**config.mk**
```make
export PLATFORM = sky130hd
export DESIGN_NAME = ram_slot_sequencer
export DESIGN_NICKNAME = d
export VERILOG_FILES = /design/src/rtl/ram_slot_sequencer.sv
export SDC_FILE = /design/constraint.sdc
export NUM_CORES = 1
export LEC_CHECK = 0
export ABC_AREA = 1
export BUFFER_PORTS_ARGS = -buffer_cell sky130_fd_sc_hd__buf_2
export CORE_UTILIZATION = 25
export DETAILED_ROUTE_END_ITERATION = 10
export PLACE_DENSITY_LB_ADDON = 0.15
export SETUP_SLACK_MARGIN = 0.4
export SLEW_MARGIN = 5
export SYNTH_ARGS = -nofsm -noshare
export SYNTH_HDL_FRONTEND = slang
export SYNTH_SLANG_ARGS = --single-unit
```
**constraint.sdc**
```tcl
create_clock -name C7M -period 5.4 [get_ports C7M]
set_clock_uncertainty 0.15 [all_clocks]
set_input_delay 0.54 -clock C7M [delete_from_list [all_inputs] [get_ports C7M]]
set_output_delay 0.54 -clock C7M [all_outputs]
set_load 0.01 [all_outputs]
```
**src/rtl/ram_slot_sequencer.sv**
```systemverilog
// Time-slot sequencer for the shared SRAM: DMA owns S1-S3, the 6502 data port owns S4-S7.
// Tracks bus phase from PHI1 with a 7M state counter and registers every SRAM strobe.
module ram_slot_sequencer #(
    parameter int ADDR_W = 20,
    parameter int DATA_W = 8
) (
    input  logic              C7M,
    input  logic              RES,
    input  logic              PHI1,
    input  logic              bus_sel,
    input  logic              bus_we,
    input  logic [ADDR_W-1:0] bus_addr,
    input  logic              dma_req,
    input  logic              dma_we,
    input  logic [ADDR_W-1:0] dma_addr,
    input  logic [DATA_W-1:0] dma_wdata,
    output logic              dma_ack,
    output logic [DATA_W-1:0] dma_rdata,
    output logic              bus_inc,
    output logic [2:0]        S,
    output logic [ADDR_W-1:0] RA,
    output logic              nRAMCS,
    output logic              nRAMWE,
    output logic              RDOE,
    output logic              RDsrc,
    input  logic [DATA_W-1:0] RD
);

    typedef enum logic [2:0] {
        IDLE, D_SETUP, D_STROBE, D_HOLD, B_SETUP, B_ACTIVE
    } slotState_t;

    slotState_t  state, stateNext;
    logic        phi1Reg, phi0Seen, syncEdge;
    logic        busWeReg, busWeNext;
    logic [2:0]  sNext;
    logic        ackNext, incNext, csNext, weNext, rdoeNext, srcNext;
    logic [ADDR_W-1:0] raNext;
    logic [DATA_W-1:0] rdataNext;

    // Write data is muxed onto the SRAM bus outside this block under RDsrc.
    logic unusedWdata;
    assign unusedWdata = ^dma_wdata;

    assign syncEdge = PHI1 & ~phi1Reg & phi0Seen;

    always_comb begin
        sNext     = S;
        stateNext = state;
        ackNext   = 1'b0;
        incNext   = 1'b0;
        busWeNext = busWeReg;

        if (syncEdge)         sNext = 3'd1;
        else if (S == 3'd0)   sNext = 3'd0;
        else if (S == 3'd7)   sNext = 3'd7;
        else                  sNext = S + 3'd1;

        // A sync edge ends whatever slot is in flight; only IDLE or a finished bus access may grant DMA.
        if (syncEdge) begin
            incNext = (state == B_ACTIVE);
            if ((state == IDLE || state == B_ACTIVE) && dma_req && S != 3'd0)
                stateNext = D_SETUP;
            else
                stateNext = IDLE;
        end else if (S == 3'd3) begin
            ackNext   = (state == D_HOLD);
            stateNext = B_SETUP;
        end else if (S == 3'd4) begin
            if (bus_sel) begin
                stateNext = B_ACTIVE;
                busWeNext = bus_we;
            end else begin
                stateNext = IDLE;
            end
        end else begin
            case (state)
                D_SETUP:  stateNext = D_STROBE;
                D_STROBE: stateNext = D_HOLD;
                D_HOLD: begin
                    stateNext = IDLE;
                    ackNext   = 1'b1;
                end
                default:  stateNext = state;
            endcase
        end
    end

    always_comb begin
        raNext    = RA;
        csNext    = 1'b1;
        weNext    = 1'b1;
        rdoeNext  = 1'b0;
        srcNext   = RDsrc;
        rdataNext = ackNext ? RD : dma_rdata;
        case (stateNext)
            D_SETUP, D_STROBE, D_HOLD: begin
                raNext   = dma_addr;
                csNext   = 1'b0;
                rdoeNext = dma_we;
                srcNext  = 1'b1;
                weNext   = (stateNext == D_STROBE) ? ~dma_we : 1'b1;
            end
            B_SETUP: begin
                raNext  = bus_addr;
                srcNext = 1'b0;
            end
            B_ACTIVE: begin
                raNext   = bus_addr;
                csNext   = 1'b0;
                rdoeNext = busWeNext;
                srcNext  = 1'b0;
                weNext   = (sNext == 3'd5 || sNext == 3'd6) ? ~busWeNext : 1'b1;
            end
            default: ;
        endcase
    end

    always_ff @(posedge C7M) begin
        if (RES) begin
            state     <= IDLE;
            S         <= 3'd0;
            phi1Reg   <= 1'b0;
            phi0Seen  <= 1'b0;
            busWeReg  <= 1'b0;
            nRAMCS    <= 1'b1;
            nRAMWE    <= 1'b1;
            RDOE      <= 1'b0;
            RDsrc     <= 1'b0;
            RA        <= '0;
            dma_ack   <= 1'b0;
            dma_rdata <= '0;
            bus_inc   <= 1'b0;
        end else begin
            state     <= stateNext;
            S         <= sNext;
            phi1Reg   <= PHI1;
            phi0Seen  <= phi0Seen | ~PHI1;
            busWeReg  <= busWeNext;
            nRAMCS    <= csNext;
            nRAMWE    <= weNext;
            RDOE      <= rdoeNext;
            RDsrc     <= srcNext;
            RA        <= raNext;
            dma_ack   <= ackNext;
            dma_rdata <= rdataNext;
            bus_inc   <= incNext;
        end
    end

endmodule

```
==> impl_summary.md, run 1 <==
Critical path
The highest fanout seen on the critical path is 62. The signal on the critical path passes through inv_1, ha_1, nand2_1, inv_2, nand2_1, nand3_2, nand2_4, nor2_4, inv_2, nand2_1, nand2_1, a21oi_1, nor2_1. STA classifies the critical path endpoint as a flip-flop.

The capture point of the worst path is RA[5]. The largest single stage delay on the critical path is 0.51 ns. The beginning of the critical path is S[0]. At the worst endpoint, the required time is approximately 5.4 ns. The end of the worst register-to-register path is RA[5].

Data on the critical path arrives at its endpoint at 2.78 ns. The dominant cell type by count on the critical path is sky130_fd_sc_hd__nand2_1. The worst setup path is launched from a flip-flop. Setup slack on the worst reg-to-reg path comes out at approximately 2.7 ns. The critical path is of the reg -> reg type. The slowest cell on the critical path is sky130_fd_sc_hd__inv_2. The number of cells traversed by the worst register-to-register path is 13.

The worst register-to-register path begins at S[0].

Synthesis
The area fraction of the dominant cell type after synthesis is between 30 and 40%. Synthesis inferred between 40 and 50 register bits. Sorting the synthesized cells by area gives the leading types as sky130_fd_sc_hd__dfxtp_1, sky130_fd_sc_hd__nand2_1, sky130_fd_sc_hd__nand3_1. The gate count of the mapped netlist is 335. For this run, the number of Yosys warnings is 0.

The post-synthesis instance area is about 2200 µm². The number of nets in the synthesized netlist is 400. The distinct cell type count of the synthesized netlist is 22. The biggest area contributor in the post-synthesis netlist is sky130_fd_sc_hd__dfxtp_1. The mean instance size in the synthesized netlist is ~6.5 µm². The sequential area share after synthesis is 39.8%.

Placed design
Routability-driven placement finished with a final weighted congestion of 0.808. Buffers placed on the I/O ports in this run total between 90 and 100. The worst slack after detailed placement is 2.52 ns. The detailed placer's ending HPWL is about 3.7 mm.

Hold path
The type of the most critical hold path is reg -> reg.

Route
The detail-routed via count per cell is roughly 4.2. Detailed routing placed a total of 2.48 mm of wire on met2. After detailed routing, the average wire length per cell comes to about 10 µm. The antenna violation net count after detailed routing is 0.

The total via count in the routed design is roughly 2.2k. Summed over all layers, the routed wires come to roughly 5.4 mm. The pre-antenna-repair detailed-routing pass consisted of 6 iterations. For this block, wires on met1 add up to 2.58 mm. The met3 routed wirelength is 241 µm. The first routing iteration left between 50 and 60 violations. After detailed routing, no signal wire sits above met4.

The number of remaining DRC errors is 0.

Outcome
The flow ran to the end, and the final reports show no timing, DRC or antenna violations.

STA
The upper clock frequency limit is roughly 0.36 GHz. Setup repair after global routing left no endpoint under its margin. The final-report hold violation count is 0.

For the pin with the worst max-slew slack, the measured transition is about 0.99 ns. Across all hold checks on the routed design, the worst slack comes to roughly 0.31 ns. The setup TNS is 0 ns.

The share of the clock period used by the worst path after layout is between 50% and 60%. The number of slew-limit violations in the final report is 0. The clock period could shrink to roughly 2.7 ns. The count of final setup violators is 0. The relative max-transition margin is around a third. The slack of the critical path is 2.65 ns.

Clocking
The CTS tree is built. For the worst-skew pair, the clock arrives at the later sink with an insertion delay of between 0.2 and 0.3 ns. The H-tree generated during clock tree synthesis spans 2 levels. In this run, CTS created clock tree buffers numbering 5.

The buffer count from post-CTS setup fixing is 0. Clock-pin slew was measured on the worst setup and hold paths at around 0.090 ns. The buffer levels on the longest clock path is 2. The number of buffers inserted by hold repair at cts is 0. The number of sinks driven by the clock tree is 43. The root buffer cell chosen for the clock tree is sky130_fd_sc_hd__clkbuf_8.

Once the clock tree was built, the resizer swapped 0 gates to a different size.

Finish
Across the whole layout, storage elements account for approximately 860 µm². The multi-input combinational cell area is between 1000 and 1500 µm². The final layout contains between 400 and 500 nets. The library cell used most frequently in the layout, excluding fill and tap cells, is sky130_fd_sc_hd__nand2_1.

The filler cell count is a little over 900. The final antenna diode count is 0. The fraction of final layout cells with drive strength greater than 1 is approximately 27%. The top cell types in the final layout, fill and taps aside, are sky130_fd_sc_hd__nand2_1, sky130_fd_sc_hd__buf_2, sky130_fd_sc_hd__dfxtp_1. Relative to the synthesized area, the layout overhead comes to 26.4%.

Global routing
The initial antenna violation count came to 0. The sum of overflow across all layers after global routing is 0. The first-pass GRT wire length is approximately 8.8 mm.

Entering global routing, the biggest net connects between 60 and 70 pins. The global router's overall resource usage is 12.4%. The via count of the first global-routing pass is 1908.

Floorplan
The row count is 33. The initial utilization of the core area, before any placement, comes to between 20% and 30%. The floorplan die height is roughly 95 µm. The region available for standard cell placement spans 8300 µm². The die covers 9030 µm². The total I/O pin count is 100.

The die width is between 90 and 100 µm.

Power
For this design the static power due to leakage is between 1 and 1.5 nW. The maximum vdd drop is 108 µV. Dividing total power by cell area gives a power density of 249 nW/µm².

Job
The tool flagged a number of max-cap violations equal to 0.
## registers in the layout (all words and copies together), names as in the netlist, 3 cells and up
name / flops
RA: 20
S: 3
dma_rdata: 8
state: 3
## layer usage
layer / track usage, % / up-vias
met3: 2.55 / 4
met1: 15.7 / 956
met5: 0 / -
met2: 20.8 / 49
li1: - / 1199
met4: 4.17 / 0
## cells by family (layout without fill, tap and decap cells)
family                   after synthesis  count (layout)  synth area share (%)
AO/OA/AOI/OAI                         36              36                  8.56
buffers and inverters                 56             138                  11.6
flip-flops                            43              43                  39.8
adder cells (fa/ha/maj)                2               2                  1.16
XOR/XNOR                               1               1                 0.405
AND/OR/NAND/NOR                      197             197                  38.5
## Yosys cell counts (all sizes together)
master,count
inv,39
a21oi,32
buf,12
a211oi,1
dfxtp,43
nand3,38
o21ai,2
clkbuf,5
nor4,1
nor2,40
ha,2
o21bai,1
xnor2,1
nand2,118
## critical path, delay by kind of cell, from the launching register on
| kind | cells | cell delay [ns] |
|---|---|---|
| simple gates | 8 | 1.13 |
| buf+inv | 3 | 0.66 |
| flops | 1 | 0.33 |
| fa+ha+maj | 1 | 0.17 |
| compound gates | 1 | 0.13 |
## through the flow
step	power [W]	utilization [%]	instances	area, µm²
global placement	0.000483	31.9	514	2650
finish	0.000682	32.9	522	2730
global route	0.000729	32.9	522	2730
floorplan	0.000437	-	335	2160
detailed placement	0.000484	31.9	514	2650
CTS	0.000698	32.9	522	2730
## where the power goes
part           internal (W)  leakage (nW)  switching, W  total, W
Clock             0.0000902        0.0402      0.000117  0.000207
Combinational     0.0000542          1.09     0.0000726  0.000127
Sequential         0.000338         0.348    0.00000969  0.000348
## worst min-delay path by stage
stage                  from           end  cells past startpoint
6_report       dma_rdata[2]  dma_rdata[2]                      2
4_1_cts                PHI1       phi1Reg                      3
2_1_floorplan      phi0Seen      phi0Seen                      2
3_5_place_dp   dma_rdata[6]  dma_rdata[6]                      2
3_3_place_gp   dma_rdata[6]  dma_rdata[6]                      2
5_1_grt        dma_rdata[6]  dma_rdata[6]                      2
## layout make-up
type                       instances  area share (%)
multi-input combinational        236            38.4
sequential                        43            31.5
timing repair buffer              91            16.7
inverter                          39            5.35
tap                              105            4.81
clock buffer                       5            2.52
clock inverter                     3           0.732
Power figures use the tool's default switching activity.
==> run 2: changes to the inputs <==
Settings changed: ABC_AREA 1 to 0.
Clock period 5.4 ns to 2.7 ns, I/O delays scaled along.
==> run 2 against run 1 <==
  * Worst setup slack got worse by 2.2 ns
  * Worst hold slack got worse by 0.27 ns
  * Global-route usage increased by 0.83 points
  * First-iteration DRC count decreased by 26%
  * Critical path depth decreased by 5
  * Via count decreased by 18%
  * Final cell count decreased by 24%
  * Core utilization increased by 4.0 points
  * Largest cell class unchanged
==> impl_summary.md, run 2 <==
Outcome
The flow ran to the end, and the final reports show no timing, DRC or antenna violations.

Power
The total net switching power is 0.000303 W (+52%). The maximum vdd drop is 189 µV (+76%). The total leakage power is 1.38 nW (-6.7%). The part of the power in combinational logic was 11.5% (-7.1 points). The internal power consumption is 0.000992 W (+110%). The clock share of power is 38.0% (+7.7 points). The cell area power density is 444 nW/µm² (+78%).

The switching share of total power is 23.4% (-5.8 points). The fraction of power consumed by sequential logic is 50.5% (-0.5 points).

Finish
The flip-flop count of the largest register after layout is 20 (unchanged). The fraction of final layout cells with drive strength greater than 1 was 53.5% (+26 points). In the layout the commonest cells are sky130_fd_sc_hd__buf_2, sky130_fd_sc_hd__dfxtp_1, sky130_fd_sc_hd__mux2i_1. The top register by number of flip-flops is RA.

The final-stage net count is 362 (-25%). The area growth from synthesis to final layout is 40.8%. The largest registers in the layout are RA x20, dma_rdata x8. Leaving out fill and tap cells, the most frequent cell in the layout is sky130_fd_sc_hd__buf_2. The utilization after layout is 37.0% (+4.0 points). The final antenna diode count is 0 (unchanged).

Synthesis
The mean instance size in the synthesized netlist was 10.5 µm² (+63%). The gate count of the mapped netlist is 197 (-41%). The net count after synthesis is 262 (-35%). The sequential area share after synthesis is 41.6% (+1.8 points). The dominant cell type by area after synthesis is sky130_fd_sc_hd__dfxtp_1. The post-synthesis instance area was 2070 µm² (-4.3%). The count of yosys warnings during synthesis was 0 (unchanged). The most frequent cell after synthesis is sky130_fd_sc_hd__dfxtp_1. The area fraction of the dominant cell type after synthesis is 41.6% (+1.8 points). The post-synthesis async set-or-reset flop share was 0% (unchanged). The distinct cell type count of the synthesized netlist is 40 (+82%). The commonest cells after synthesis are sky130_fd_sc_hd__dfxtp_1, sky130_fd_sc_hd__mux2i_1, sky130_fd_sc_hd__a21oi_1. Among all flip-flop cells after synthesis, the most frequent one is sky130_fd_sc_hd__dfxtp_1. By area the synthesized netlist is led by sky130_fd_sc_hd__dfxtp_1, sky130_fd_sc_hd__mux2i_1, sky130_fd_sc_hd__a211oi_2. The flip-flop and latch count after synthesis is 43 (unchanged). The number of synthesized flops with an enable pin came to 0 (unchanged).

Clocking
The post-CTS clock slew at the launch and capture registers of the worst setup and hold paths is 0.08 ns (about the same). The number of sinks driven by the clock tree came to 43 (unchanged). The H-tree level count is 2 (unchanged).

The number of buffers inserted by hold repair at cts is 0 (unchanged). The buffer levels on the longest clock path is 2 (unchanged). In this run the clock root is driven by a sky130_fd_sc_hd__clkbuf_8. TritonCTS built the clock tree. The worst-skew pair later-pin latency is 0.29 ns (about the same). The TritonCTS buffer count is 5 (unchanged).

Route
The detailed-routing iteration count for the pre-antenna-repair pass is 4 (-2). The antenna violation net count after detailed routing is 0 (unchanged). The detailed-route wire length is 5.69 mm (+6.2%). The number of remaining DRC errors was 0 (unchanged). The number of DRC markers after the initial detailed-route iteration is 40 (-26%). The detail-routed via count per cell is 4.53 (+7.1%). The total via count in the routed design is 1808 (-18%). The routed length per placed instance is 14.3 µm (+39%).

Floorplan
The row count is 32 (-3.0%). The floorplan die height is 93.0 µm (-2.1%). The die outline area came to 8650 µm² (-4.2%).

The total core area is 7890 µm² (-5.0%). The die width is 93.0 µm (-2.1%). The total I/O pin count is 100 (unchanged). The effective utilization at floorplan is 26.3% (+0.19 points).

Critical path
The worst endpoint required time is 2.73 ns (-2.70 ns). The critical path launch point type is a flip-flop. The critical register-to-register path startpoint is S[0]. The arrival time reported for the critical path endpoint is 2.24 ns (-0.54 ns). The startpoint-to-endpoint class of the critical path is reg -> reg. The highest fanout seen on the critical path is 6 (-90%). The beginning of the critical path is S[0]. The worst setup path is captured at a flip-flop.

STA
The share of the clock period used by the worst path after layout is 81.9% (+31 points). Setup repair after global routing left no endpoint under its margin. The number of slew-limit violations in the final report is 0 (unchanged). The setup TNS is 0 ns (unchanged). The count of final setup violators was 0 (unchanged).

The upper clock frequency limit is 0.452 GHz (+24%). The final-report hold violation count came to 0 (unchanged). The time the worst path needs with I/O delays and setup came to 2.21 ns (-0.535 ns). The relative max-transition margin is 59.1% (+25 points).

The slew at the pin closest to its max-slew limit was 0.612 ns (-0.375 ns).

Global routing
The initial antenna violation count is 0 (unchanged). The sum of overflow across all layers after global routing is 0 (unchanged). The global router's overall resource usage was 13.2% (+0.83 points). The via count of the first global-routing pass came to 1628 (-15%). The maximum number of pins on one net before global-route repair was 24 (-62%). The first-pass GRT wire length was 8.74 mm (-0.78%).

Hold path
The type of the most critical hold path is in -> reg. In this run the most critical hold path is launched from PHI1.

Placed design
The placer congestion estimate is 0.690 (-15%). The number of buffers added on ports is 91 (unchanged). The detailed placer's ending HPWL is 3.53 mm (-4.9%).

Job
The max-cap check violation count is 0 (unchanged).
[run 2: cell types whose count changed after synthesis, moves of 5 or more]
cell / change
sky130_fd_sc_hd__inv_2: -5
sky130_fd_sc_hd__nor2_1: -25
sky130_fd_sc_hd__inv_1: -30
sky130_fd_sc_hd__mux2i_1: +32
sky130_fd_sc_hd__a211oi_2: +20
sky130_fd_sc_hd__a21oi_1: -8
sky130_fd_sc_hd__nand2_1: -108
sky130_fd_sc_hd__nand3_1: -35
[run 2: final cells by class]
class,count,area (µm²)
fillers,818,4970
multi-input cells,140,1250
flip-flops and latches,43,863
repair buffers,103,554
well taps,102,128
clock buffers,6,72.6
clock inverters,1,30.0
inverters,4,15.0
[run 2: worst paths after layout]
check	endpoint	depth (start not counted)	slack, ns
max	RA[10]	8	0.49
min	phi0Seen	2	0.05
max reg2reg	RA[10]	8	0.49
min reg2reg	phi0Seen	2	0.33
[run 2: power by group through the flow]
stage	logic, W	registers, W	clock network (W)
final	0.000149	0.000654	0.000491
after global routing	0.000163	0.000656	0.000545
after CTS	0.000140	0.000654	0.000517
after detailed placement	0.000133	0.000668	0
after global placement	0.000132	0.000668	0
after floorplan	0.0000672	0.000673	0
[run 2: what timing repair did]
item / 4_1_cts / 5_1_grt
pin swaps: 3 / 4
resized for setup: 8 / 20
setup buffers: 4 / 2
setup endpoints to repair: 23 / 21
cloned: 4 / 1
hold endpoints to repair: 0 / 0
[run 2: per-stage QoR]
step                      power (W)  instance area (µm²)  hold slack, ns  setup WS (ns)  instances
final                       0.00129                 2920          0.0463          0.488        399
after global placement     0.000801                 2600           0.313          0.126        381
after global routing        0.00136                 2920          0.0373          0.431        399
after CTS                   0.00131                 2810          0.0298          0.399        396
after floorplan            0.000740                 2070           0.208          0.533        197
after detailed placement   0.000801                 2600           0.326          0.105        381
[run 2: logic make-up (layout without fill, tap and decap cells)]
kind of cell    after synthesis  after routing  synth area share, %
fa+ha+maj                     2              2                 1.21
flops                        43             43                 41.6
simple gates                 45             46                 12.4
xor+xnor                      3              3                 1.63
mux                          33             33                 16.0
compound gates               53             56                 21.9
buf+inv                      18            114                 5.26
[run 2: routing by layer]
| layer | track usage, % | part of all wire [%] | up-vias |
|---|---|---|---|
| met5 | 0 | 0 | - |
| met4 | 4.62 | 1.4 | 0 |
| met3 | 2.85 | 4.0 | 6 |
| met2 | 20.8 | 45 | 50 |
| met1 | 17.8 | 49 | 835 |
| li1 | - | - | 917 |
[run 2: critical path: stages (launching register included)]
cell                       delay [ns]
sky130_fd_sc_hd__dfxtp_2         0.38
sky130_fd_sc_hd__inv_1           0.08
sky130_fd_sc_hd__ha_4            0.19
sky130_fd_sc_hd__mux2_4          0.32
sky130_fd_sc_hd__o211ai_4        0.21
sky130_fd_sc_hd__buf_4           0.15
sky130_fd_sc_hd__o21bai_4        0.21
sky130_fd_sc_hd__mux2i_2         0.30
sky130_fd_sc_hd__a211oi_2        0.09
